$ cat src/rtl/cobra_ctrl_pkg.sv
// Shared types and widths for the CYBERcobra run/halt/step controller.
package cobra_ctrl_pkg;

  localparam int RF_ADDR_W = 5;
  localparam int XLEN      = 32;

  typedef enum logic [1:0] {
    CTRL_HALT = 2'd0,
    CTRL_RUN  = 2'd1,
    CTRL_STEP = 2'd2
  } ctrl_state_e;

endpackage

$ cat src/rtl/cobra_bp_match.sv
// PC breakpoint comparator; a pending resume (skip) masks the match for one instruction.
module cobra_bp_match
  import cobra_ctrl_pkg::*;
(
  input  logic [XLEN-1:0] i_pc,
  input  logic [XLEN-1:0] i_bp_addr,
  input  logic            i_bp_valid,
  input  logic            i_skip,
  output logic            o_hit
);

  assign o_hit = i_bp_valid & (i_pc == i_bp_addr) & ~i_skip;

endmodule

$ cat src/rtl/cobra_run_ctrl.sv
// Run/halt/single-step sequencer with PC breakpoint and debug register-file read port.
// Optional per-RUN instruction watchdog enabled by macro COBRA_RUN_CTRL_WATCHDOG_EN.
module cobra_run_ctrl
  import cobra_ctrl_pkg::*;
#(
  parameter int CNT_W     = 32,
  parameter int RUN_LIMIT = 1000000
) (
  input  logic                 clk_i,
  input  logic                 rst_i,
  input  logic                 run_req_i,
  input  logic                 halt_req_i,
  input  logic                 step_req_i,
  input  logic [XLEN-1:0]      pc_i,
  input  logic [XLEN-1:0]      bp_addr_i,
  input  logic                 bp_valid_i,
  input  logic [RF_ADDR_W-1:0] core_rf_addr_i,
  input  logic                 dbg_rd_req_i,
  input  logic [RF_ADDR_W-1:0] dbg_rd_addr_i,
  input  logic [XLEN-1:0]      rf_rd_data_i,
  output logic                 core_en_o,
  output logic [RF_ADDR_W-1:0] rf_addr_o,
  output logic                 dbg_rd_gnt_o,
  output logic                 dbg_rd_valid_o,
  output logic [XLEN-1:0]      dbg_rd_data_o,
  output logic [1:0]           state_o,
  output logic                 step_done_o,
  output logic                 bp_hit_o,
  output logic [CNT_W-1:0]     instr_cnt_o,
  output logic                 limit_hit_o
);

  ctrl_state_e     r_state;
  logic            r_skip_bp;
  logic            r_step_done;
  logic            r_bp_hit;
  logic            r_limit_hit;
  logic            r_dbg_valid;
  logic [XLEN-1:0] r_dbg_data;
  logic [CNT_W-1:0] r_instr_cnt;
  logic            w_hit;
  logic            w_core_en;
  logic            w_gnt;
  logic            w_go_step;
  logic            w_go_run;
  logic            w_wd_halt;

  cobra_bp_match u_bp_match (
    .i_pc       (pc_i),
    .i_bp_addr  (bp_addr_i),
    .i_bp_valid (bp_valid_i),
    .i_skip     (r_skip_bp),
    .o_hit      (w_hit)
  );

  // Halt beats step beats run when requests coincide in HALT.
  assign w_go_step = (r_state == CTRL_HALT) & ~halt_req_i & step_req_i;
  assign w_go_run  = (r_state == CTRL_HALT) & ~halt_req_i & ~step_req_i & run_req_i;

  // Core enable, debug grant and read-port address mux.
  always_comb begin
    w_core_en = 1'b0;
    case (r_state)
      CTRL_RUN:  w_core_en = ~w_hit;
      CTRL_STEP: w_core_en = 1'b1;
      CTRL_HALT: w_core_en = 1'b0;
      default:   w_core_en = 1'b0;
    endcase
    w_gnt = (r_state == CTRL_HALT) & dbg_rd_req_i & ~r_dbg_valid;
    if (w_gnt) begin
      rf_addr_o = dbg_rd_addr_i;
    end else begin
      rf_addr_o = core_rf_addr_i;
    end
  end

`ifdef COBRA_RUN_CTRL_WATCHDOG_EN
  localparam logic [31:0] LP_LIMIT_M1 = 32'(RUN_LIMIT - 1);
  logic [31:0] r_budget;

  // The last budgeted instruction still retires, just like a halt request.
  assign w_wd_halt = (r_state == CTRL_RUN) & w_core_en & (r_budget == LP_LIMIT_M1);

  // Per-RUN instruction budget, reloaded on every entry to RUN.
  always_ff @(posedge clk_i or posedge rst_i) begin
    if (rst_i) begin
      r_budget <= 32'd0;
    end else if (w_go_run) begin
      r_budget <= 32'd0;
    end else if (w_core_en) begin
      r_budget <= r_budget + 32'd1;
    end else begin
      r_budget <= r_budget;
    end
  end
`else
  logic w_unused_limit;
  assign w_unused_limit = ^RUN_LIMIT;
  assign w_wd_halt      = 1'b0;
`endif

  // Sequencer state, breakpoint skip and sticky status flags.
  always_ff @(posedge clk_i or posedge rst_i) begin
    if (rst_i) begin
      r_state     <= CTRL_HALT;
      r_skip_bp   <= 1'b0;
      r_step_done <= 1'b0;
      r_bp_hit    <= 1'b0;
      r_limit_hit <= 1'b0;
    end else begin
      r_step_done <= (r_state == CTRL_STEP);
      if (w_core_en) begin
        r_skip_bp <= 1'b0;
      end
      case (r_state)
        CTRL_HALT: begin
          if (w_go_step) begin
            r_state     <= CTRL_STEP;
            r_skip_bp   <= 1'b1;
            r_bp_hit    <= 1'b0;
            r_limit_hit <= 1'b0;
          end else if (w_go_run) begin
            r_state     <= CTRL_RUN;
            r_skip_bp   <= 1'b1;
            r_bp_hit    <= 1'b0;
            r_limit_hit <= 1'b0;
          end else begin
            r_state <= CTRL_HALT;
          end
        end
        CTRL_RUN: begin
          if (w_hit) begin
            r_state  <= CTRL_HALT;
            r_bp_hit <= 1'b1;
          end else if (halt_req_i || w_wd_halt) begin
            r_state <= CTRL_HALT;
            if (w_wd_halt) begin
              r_limit_hit <= 1'b1;
            end
          end else begin
            r_state <= CTRL_RUN;
          end
        end
        CTRL_STEP: r_state <= CTRL_HALT;
        default:   r_state <= CTRL_HALT;
      endcase
    end
  end

  // Debug read capture; valid follows grant by one cycle, which also spaces grants.
  always_ff @(posedge clk_i or posedge rst_i) begin
    if (rst_i) begin
      r_dbg_valid <= 1'b0;
      r_dbg_data  <= {XLEN{1'b0}};
    end else begin
      r_dbg_valid <= w_gnt;
      if (w_gnt) begin
        r_dbg_data <= rf_rd_data_i;
      end
    end
  end

  // Retired-instruction counter, wraps naturally.
  always_ff @(posedge clk_i or posedge rst_i) begin
    if (rst_i) begin
      r_instr_cnt <= {CNT_W{1'b0}};
    end else if (w_core_en) begin
      r_instr_cnt <= r_instr_cnt + {{(CNT_W-1){1'b0}}, 1'b1};
    end else begin
      r_instr_cnt <= r_instr_cnt;
    end
  end

  assign core_en_o      = w_core_en;
  assign dbg_rd_gnt_o   = w_gnt;
  assign dbg_rd_valid_o = r_dbg_valid;
  assign dbg_rd_data_o  = r_dbg_data;
  assign state_o        = r_state;
  assign step_done_o    = r_step_done;
  assign bp_hit_o       = r_bp_hit;
  assign instr_cnt_o    = r_instr_cnt;
  assign limit_hit_o    = r_limit_hit;

endmodule

$ cat config.mk
export PLATFORM = sky130hd
export DESIGN_NAME = cobra_run_ctrl
export DESIGN_NICKNAME = d
export VERILOG_FILES = /design/src/rtl/cobra_ctrl_pkg.sv /design/src/rtl/cobra_bp_match.sv /design/src/rtl/cobra_run_ctrl.sv
export SDC_FILE = /design/constraint.sdc
export NUM_CORES = 1
export LEC_CHECK = 0
export ABC_CLOCK_PERIOD_IN_PS = 3700
export CAP_MARGIN = 40
export CORE_MARGIN = 2
export CORE_UTILIZATION = 41
export DETAILED_ROUTE_END_ITERATION = 8
export PLACE_DENSITY = 0.84
export SETUP_SLACK_MARGIN = 0.02
export SYNTH_ARGS = -nofsm -noshare
export SYNTH_HDL_FRONTEND = slang
export SYNTH_SLANG_ARGS = --single-unit
$ cat constraint.sdc
create_clock -name clk_i -period 3.7 [get_ports clk_i]
set_clock_uncertainty 0.15 [all_clocks]
set_input_delay 0.74 -clock clk_i [delete_from_list [all_inputs] [get_ports clk_i]]
set_output_delay 0.74 -clock clk_i [all_outputs]
set_load 0.1 [all_outputs]
==> results.cfg, run 1 <==
[run_status]
run_status = finished clean

[synth]
synth-edff-count = 0
synth_mux_area_share_pct = 0.323
synth-compound-area-share_pct = 2.16
ys_async_sr_fraction_pct = 100
largest_family_of_logic_cells_by_synthesized_area = simple AND/OR/NAND/NOR gates
post_synth_xor_area_fraction_pct = 15.1
syn_avg_cell_area_sq_um = 9.36
syn_inst = 372
postSynth.topFlopCell = sky130_fd_sc_hd__dfrtp_1
mapped_area_sq_um = 3480
ys_seq_elements = 70
syn-num-nets = 489
post_synth_and_or_nand_nor_area_fraction_pct = 27.5
synth_seq_area_share_pct = 50.3
synthAdderAreaFrac_pct = 1.44
yosysWarnings = 0
synth_cell_types = 36

[power_and_ir_drop]
p_switching_mw = 1.52
internal-power_mw = 2.01
pwr-share-seq_pct = 26.9
power.density_nw_per_um2 = 508
leakage_nw = 3.24
power.ir.vdd_worst_mv = 0.451
switching_share_pct = 43.1
power.share.combinational_pct = 53.6
pwr-share-clk_pct = 19.5

[die]
floorplan.die.height_um = 96.2
fp.coreArea_sq_um = 8220
initial_core_util_pct = 42.4
placement_rows = 33
die_footprint_sq_um = 9250
dieWidth_um = 96.2
num_io_pins = 190

[layout]
nFillCells = 423
layout.cells.most_common = sky130_fd_sc_hd__clkdlybuf4s50_1
design.final.nets = 746
most-common-layout-cells = sky130_fd_sc_hd__clkdlybuf4s50_1, sky130_fd_sc_hd__nand2_1, sky130_fd_sc_hd__dfrtp_1
antenna-diode-count = 0
area.growth.synth_to_final_pct = 99.6
share_of_final_layout_standard_cells_stronger_than_drive_strength_1_pct = 18.3

[critical_path]
worst-setup-path-type = in2out
timing.critical_path.from_type = input pin
cp_cell_sequence = clkdlybuf4s50_1 > nor2b_1 > a2111o_1 > nor4_2 > nand4_2 > o21ai_4 > inv_1 > buf_12
worstPathMaxFanout = 3
worstPathBufferInverterCount = 3
timing.critical_path.to_type = output port
reg2reg_setup_slack_ns = 1.34
required_ns = 2.81
worst_path_largest_cell_delay_ns = 0.42
cp_top_family = buffers and inverters
cp.arrival_ns = 2.46
crit_slowest_cell = sky130_fd_sc_hd__clkdlybuf4s50_1

[placed_design]
final_wtd_congestion = 0.946
io_buffers = 188
hpwlAfterDp_um = 9670

[clock_tree]
cts.sinks = 70
cts-buffers-inserted = 9
clk_root_buffer_cell = sky130_fd_sc_hd__clkbuf_8
cts_hold_repair.buffers = 0
post_cts_buffers = 0
cts_max_path_buffers = 2
clkLatencyLatePin_ns = 0.33
cts-resized-gates = 0
clkTransAtPathRegs_ns = 0.07
ctsHtreeMaxLevel = 3
cts_tree = done

[routing]
drt_pass1_iterations = 4
ant_nets = 0
totalWireLength_um = 11800
num_vias = 3566
wirelength_per_cell_um = 16.0
viasPerCell = 4.83
post-route-drc-count = 0
detailed_route_iter0_violations = 118

[timing]
finalMaxSlewViolations = 0
fin_tns_setup_ns = 0
setup-violations-final = 0
timing.max_slew.rel_slack_pct = 53.3
report.final.hold_viol_count = 0
finalWorstPathRequiredPeriod_ns = 3.35
fmax_mhz = 299
holdWs_ns = 0.337
worst_slew_pin_slew_ns = 0.699
finalCritPeriodShare_pct = 90.5
grt_setup_unrepaired = no

[min_path]
hold_path_class = reg2reg

[job]
max_cap_viols = 0

[global_routing]
total_global_routing_overflow = 0
grt_util_all_layers_pct = 27.2
grt_max_degree = 40
initial_antenna_violation_count = 0
grt_first_pass_wirelength_um = 19000
grt_pass1_vias = 3999
worst min-delay path, cell delays in order, from the launching register on:
cell and delay [ns]:
sky130_fd_sc_hd__dfrtp_1 0.35, sky130_fd_sc_hd__nand2_1 0.05, sky130_fd_sc_hd__nand2_1 0.06
final timing paths:
| kind | cells after the start | startpoint | endpoint |
|---|---|---|---|
| worst max-delay path | 8 | bp_addr_i[12] | core_en_o |
| worst min-delay path | 2 | dbg_rd_data_o[2] | dbg_rd_data_o[2] |
| worst max register to register | 7 | r_skip_bp | instr_cnt_o[1] |
| worst min register to register | 2 | dbg_rd_data_o[2] | dbg_rd_data_o[2] |
| max in group asynchronous | 3 | rst_i | dbg_rd_data_o[4] |
| min in group asynchronous | 2 | rst_i | dbg_rd_data_o[31] |
registers in the layout, indices dropped and copies added, names as in the netlist:
name	cells
bp_hit_o	1
dbg_rd_valid_o	1
state_o	2
dbg_rd_data_o	32
instr_cnt_o	32
r_skip_bp	1
step_done_o	1
power groups by stage:
stage | sequential, mW | combinational [mW] | clock, mW
3_5_place_dp | 0.962 | 1.90 | 0
6_report | 0.951 | 1.89 | 0.688
2_1_floorplan | 1.68 | 0.265 | 0
3_3_place_gp | 0.953 | 1.42 | 0
5_1_grt | 0.965 | 1.96 | 0.727
4_1_cts | 0.950 | 1.90 | 0.695
layout make-up:
class	instances	area (sq um)	area share, %
inverters	10	37.5	0.540
well taps	105	131	1.89
clock inverters	6	85.1	1.22
repair buffers	258	3190	45.8
clock buffers	10	138	1.98
multi-input cells	280	1620	23.3
flip-flops and latches	70	1750	25.2
synth_stat cells (2+ instances only):
master                     instances  share of area (%)
sky130_fd_sc_hd__nor3_1            2               0.29
sky130_fd_sc_hd__and4_1            2               0.50
sky130_fd_sc_hd__nand2b_1          3               0.54
sky130_fd_sc_hd__and3_1            7                1.3
sky130_fd_sc_hd__clkbuf_1          6               0.65
sky130_fd_sc_hd__xnor2_1          30                7.5
sky130_fd_sc_hd__ha_1              4                1.4
sky130_fd_sc_hd__nor2b_1           3               0.54
sky130_fd_sc_hd__inv_1            10                1.1
sky130_fd_sc_hd__buf_1             2               0.22
sky130_fd_sc_hd__nand3_1          15                2.2
sky130_fd_sc_hd__nor3b_1           2               0.43
sky130_fd_sc_hd__dfrtp_1          70                 50
sky130_fd_sc_hd__a21oi_1           2               0.29
sky130_fd_sc_hd__nand2_1         124                 13
sky130_fd_sc_hd__nor2_1           21                2.3
sky130_fd_sc_hd__xor2_1           30                7.5
sky130_fd_sc_hd__nor3_2           10                2.9
sky130_fd_sc_hd__nor2_2            2               0.36
sky130_fd_sc_hd__buf_6             3               0.97
sky130_fd_sc_hd__nand4_1           9                1.6
cells by family after synthesis:
family                   count (synthesis)
AO/OA/AOI/OAI                            9
XOR/XNOR                                60
adder cells (fa/ha/maj)                  4
buffers and inverters                   22
flip-flops                              70
multiplexers                             1
other                                    1
AND/OR/NAND/NOR                        205
stage by stage:
step / worst slack [ns] / power (mW) / util [%] / instance area (sq um) / std cells
final: 0.353 / 3.53 / 84.6 / 6950 / 739
after global routing: 0.231 / 3.65 / 84.6 / 6950 / 739
after CTS: 0.324 / 3.55 / 84.6 / 6950 / 739
after detailed placement: 0.334 / 2.86 / 81.9 / 6730 / 723
after global placement: 0.382 / 2.38 / 67.5 / 5550 / 660
after floorplan: 0.0865 / 1.95 / - / 3480 / 372
metal layers:
layer,vias up,GRT usage (%),part of all wire (%)
met5,-,0,0
met4,0,8.81,2.0
met3,22,7.60,5.7
met2,123,50.6,56
met1,1718,29.5,36
li1,1703,-,-
(Power assumes the default switching activity.)
==> inputs of run 2 (changes only) <==
--- a/config.mk
+++ b/config.mk
@@ -10,7 +10,7 @@
 export CORE_MARGIN = 2
 export CORE_UTILIZATION = 41
 export DETAILED_ROUTE_END_ITERATION = 8
-export PLACE_DENSITY = 0.84
+export DONT_BUFFER_PORTS = 1
 export SETUP_SLACK_MARGIN = 0.02
 export SYNTH_ARGS = -nofsm -noshare
 export SYNTH_HDL_FRONTEND = slang
==> results.cfg, run 2 (synthesis results as in run 1) <==
[layout]
layout.cells.non_filler = 559
layout.cells.most_common = sky130_fd_sc_hd__nand2_1
finish.instance_area_sq_um = 5290
most-common-layout-cells = sky130_fd_sc_hd__nand2_1, sky130_fd_sc_hd__dfrtp_1, sky130_fd_sc_hd__buf_16
share_of_final_layout_standard_cells_stronger_than_drive_strength_1_pct = 24.7
area.growth.synth_to_final_pct = 51.7
design.final.nets = 566
antenna-diode-count = 0

[critical_path]
critical_path.startpoint = bp_addr_i[12]
crit-reg2reg-launch = instr_cnt_o[4]
timing.critical_path.from_type = input pin
worstPathMaxFanout = 3
cp.arrival_ns = 2.03
required_ns = 2.81
worst-setup-path-type = in2out
timing.critical_path.to_type = output port

[timing]
worst_slew_pin_slew_ns = 0.910
finalMaxSlewViolations = 0
finalWorstPathRequiredPeriod_ns = 2.92
fin_tns_setup_ns = 0
report.final.hold_viol_count = 0
finalCritPeriodShare_pct = 79.0
setup-violations-final = 0
fmax_mhz = 342
timing.max_slew.rel_slack_pct = 39.3
grt_setup_unrepaired = no

[routing]
drt_pass1_iterations = 4
num_vias = 2760
totalWireLength_um = 8490
ant_nets = 0
post-route-drc-count = 0
wirelength_per_cell_um = 15.2
viasPerCell = 4.94
detailed_route_iter0_violations = 100

[placed_design]
final_wtd_congestion = 0.848
placed_instance_area_sq_um = 4980
hpwlAfterDp_um = 6490
io_buffers = 0
dp.cells = 542

[power_and_ir_drop]
power.ir.vdd_worst_mv = 0.495
power.density_nw_per_um2 = 641
leakage_nw = 2.62

[clock_tree]
clk_root_buffer_cell = sky130_fd_sc_hd__clkbuf_8
cts-resized-gates = 0
cts_tree = done
cts_hold_repair.buffers = 0
post_cts_buffers = 0
cts.sinks = 70
cts_max_path_buffers = 2
clkTransAtPathRegs_ns = 0.07
clkLatencyLatePin_ns = 0.34
cts-buffers-inserted = 9
ctsHtreeMaxLevel = 3

[die]
placement_rows = 33
die_footprint_sq_um = 9250
num_io_pins = 190
fp.coreArea_sq_um = 8220
floorplan.die.height_um = 96.2
dieWidth_um = 96.2
initial_core_util_pct = 42.4

[global_routing]
initial_antenna_violation_count = 0
total_global_routing_overflow = 0
grt_pass1_vias = 2808
grt_first_pass_wirelength_um = 13500
grt_util_all_layers_pct = 19.0
grt_max_degree = 42

[min_path]
hold_path_class = in2async

[job]
max_cap_viols = 0

[run_status]
run_status = finished clean
[run 2: report_power, final]
| group | switching (mW) | internal [mW] | leakage [nW] |
|---|---|---|---|
| clock | 0.287 | 0.554 | 0.140 |
| combinational | 0.977 | 0.525 | 1.57 |
| sequential | 0.178 | 0.865 | 0.908 |
| total | 1.44 | 1.94 | 2.62 |
[run 2: area by class of cell]
class,count,area [sq um]
timing repair buffer,78,1460
clock buffer,11,151
fill,628,2930
multi-input combinational,280,1620
sequential,70,1750
clock inverter,5,129
inverter,10,37.5
tap,105,131
[run 2: worst paths after layout]
| check | slack, ns | to | cells past startpoint |
|---|---|---|---|
| setup / recovery | 0.78 | core_en_o | 7 |
| hold / removal | 0.20 | dbg_rd_data_o[5] | 2 |
| max in group asynchronous | 2.65 | instr_cnt_o[6] | 3 |
| min in group clk_i | 0.32 | state_o[0] | 1 |
| setup reg to reg | 1.24 | instr_cnt_o[29] | 8 |
| hold reg to reg | 0.33 | r_skip_bp | 2 |
[run 2: routing by layer]
metal	wire length, um	share of wire (%)	GRT usage [%]	vias to the layer above
li1	-	-	-	1346
met1	3590	42	24.3	1300
met2	4080	48	30.3	102
met3	693	8.2	6.34	12
met4	129	1.5	6.43	0
met5	0	0	0	-
[run 2: critical path: stages]
cell	delay (ns)
sky130_fd_sc_hd__nor2b_1	0.11
sky130_fd_sc_hd__a2111o_1	0.39
sky130_fd_sc_hd__nor4_2	0.18
sky130_fd_sc_hd__nand4_2	0.17
sky130_fd_sc_hd__o21ai_4	0.16
sky130_fd_sc_hd__inv_1	0.05
sky130_fd_sc_hd__buf_4	0.23
[run 2: through the flow]
step | setup WS [ns] | total power, mW | hold WS (ns) | utilization, %
after global routing | 0.570 | 3.51 | 0.221 | 64.3
after detailed placement | 0.757 | 2.55 | 0.322 | 60.6
after CTS | 0.713 | 3.40 | 0.199 | 64.0
after floorplan | 0.0865 | 1.95 | 0.288 | -
after global placement | 0.769 | 2.08 | 0.317 | 47.3
final | 0.777 | 3.39 | 0.203 | 64.3
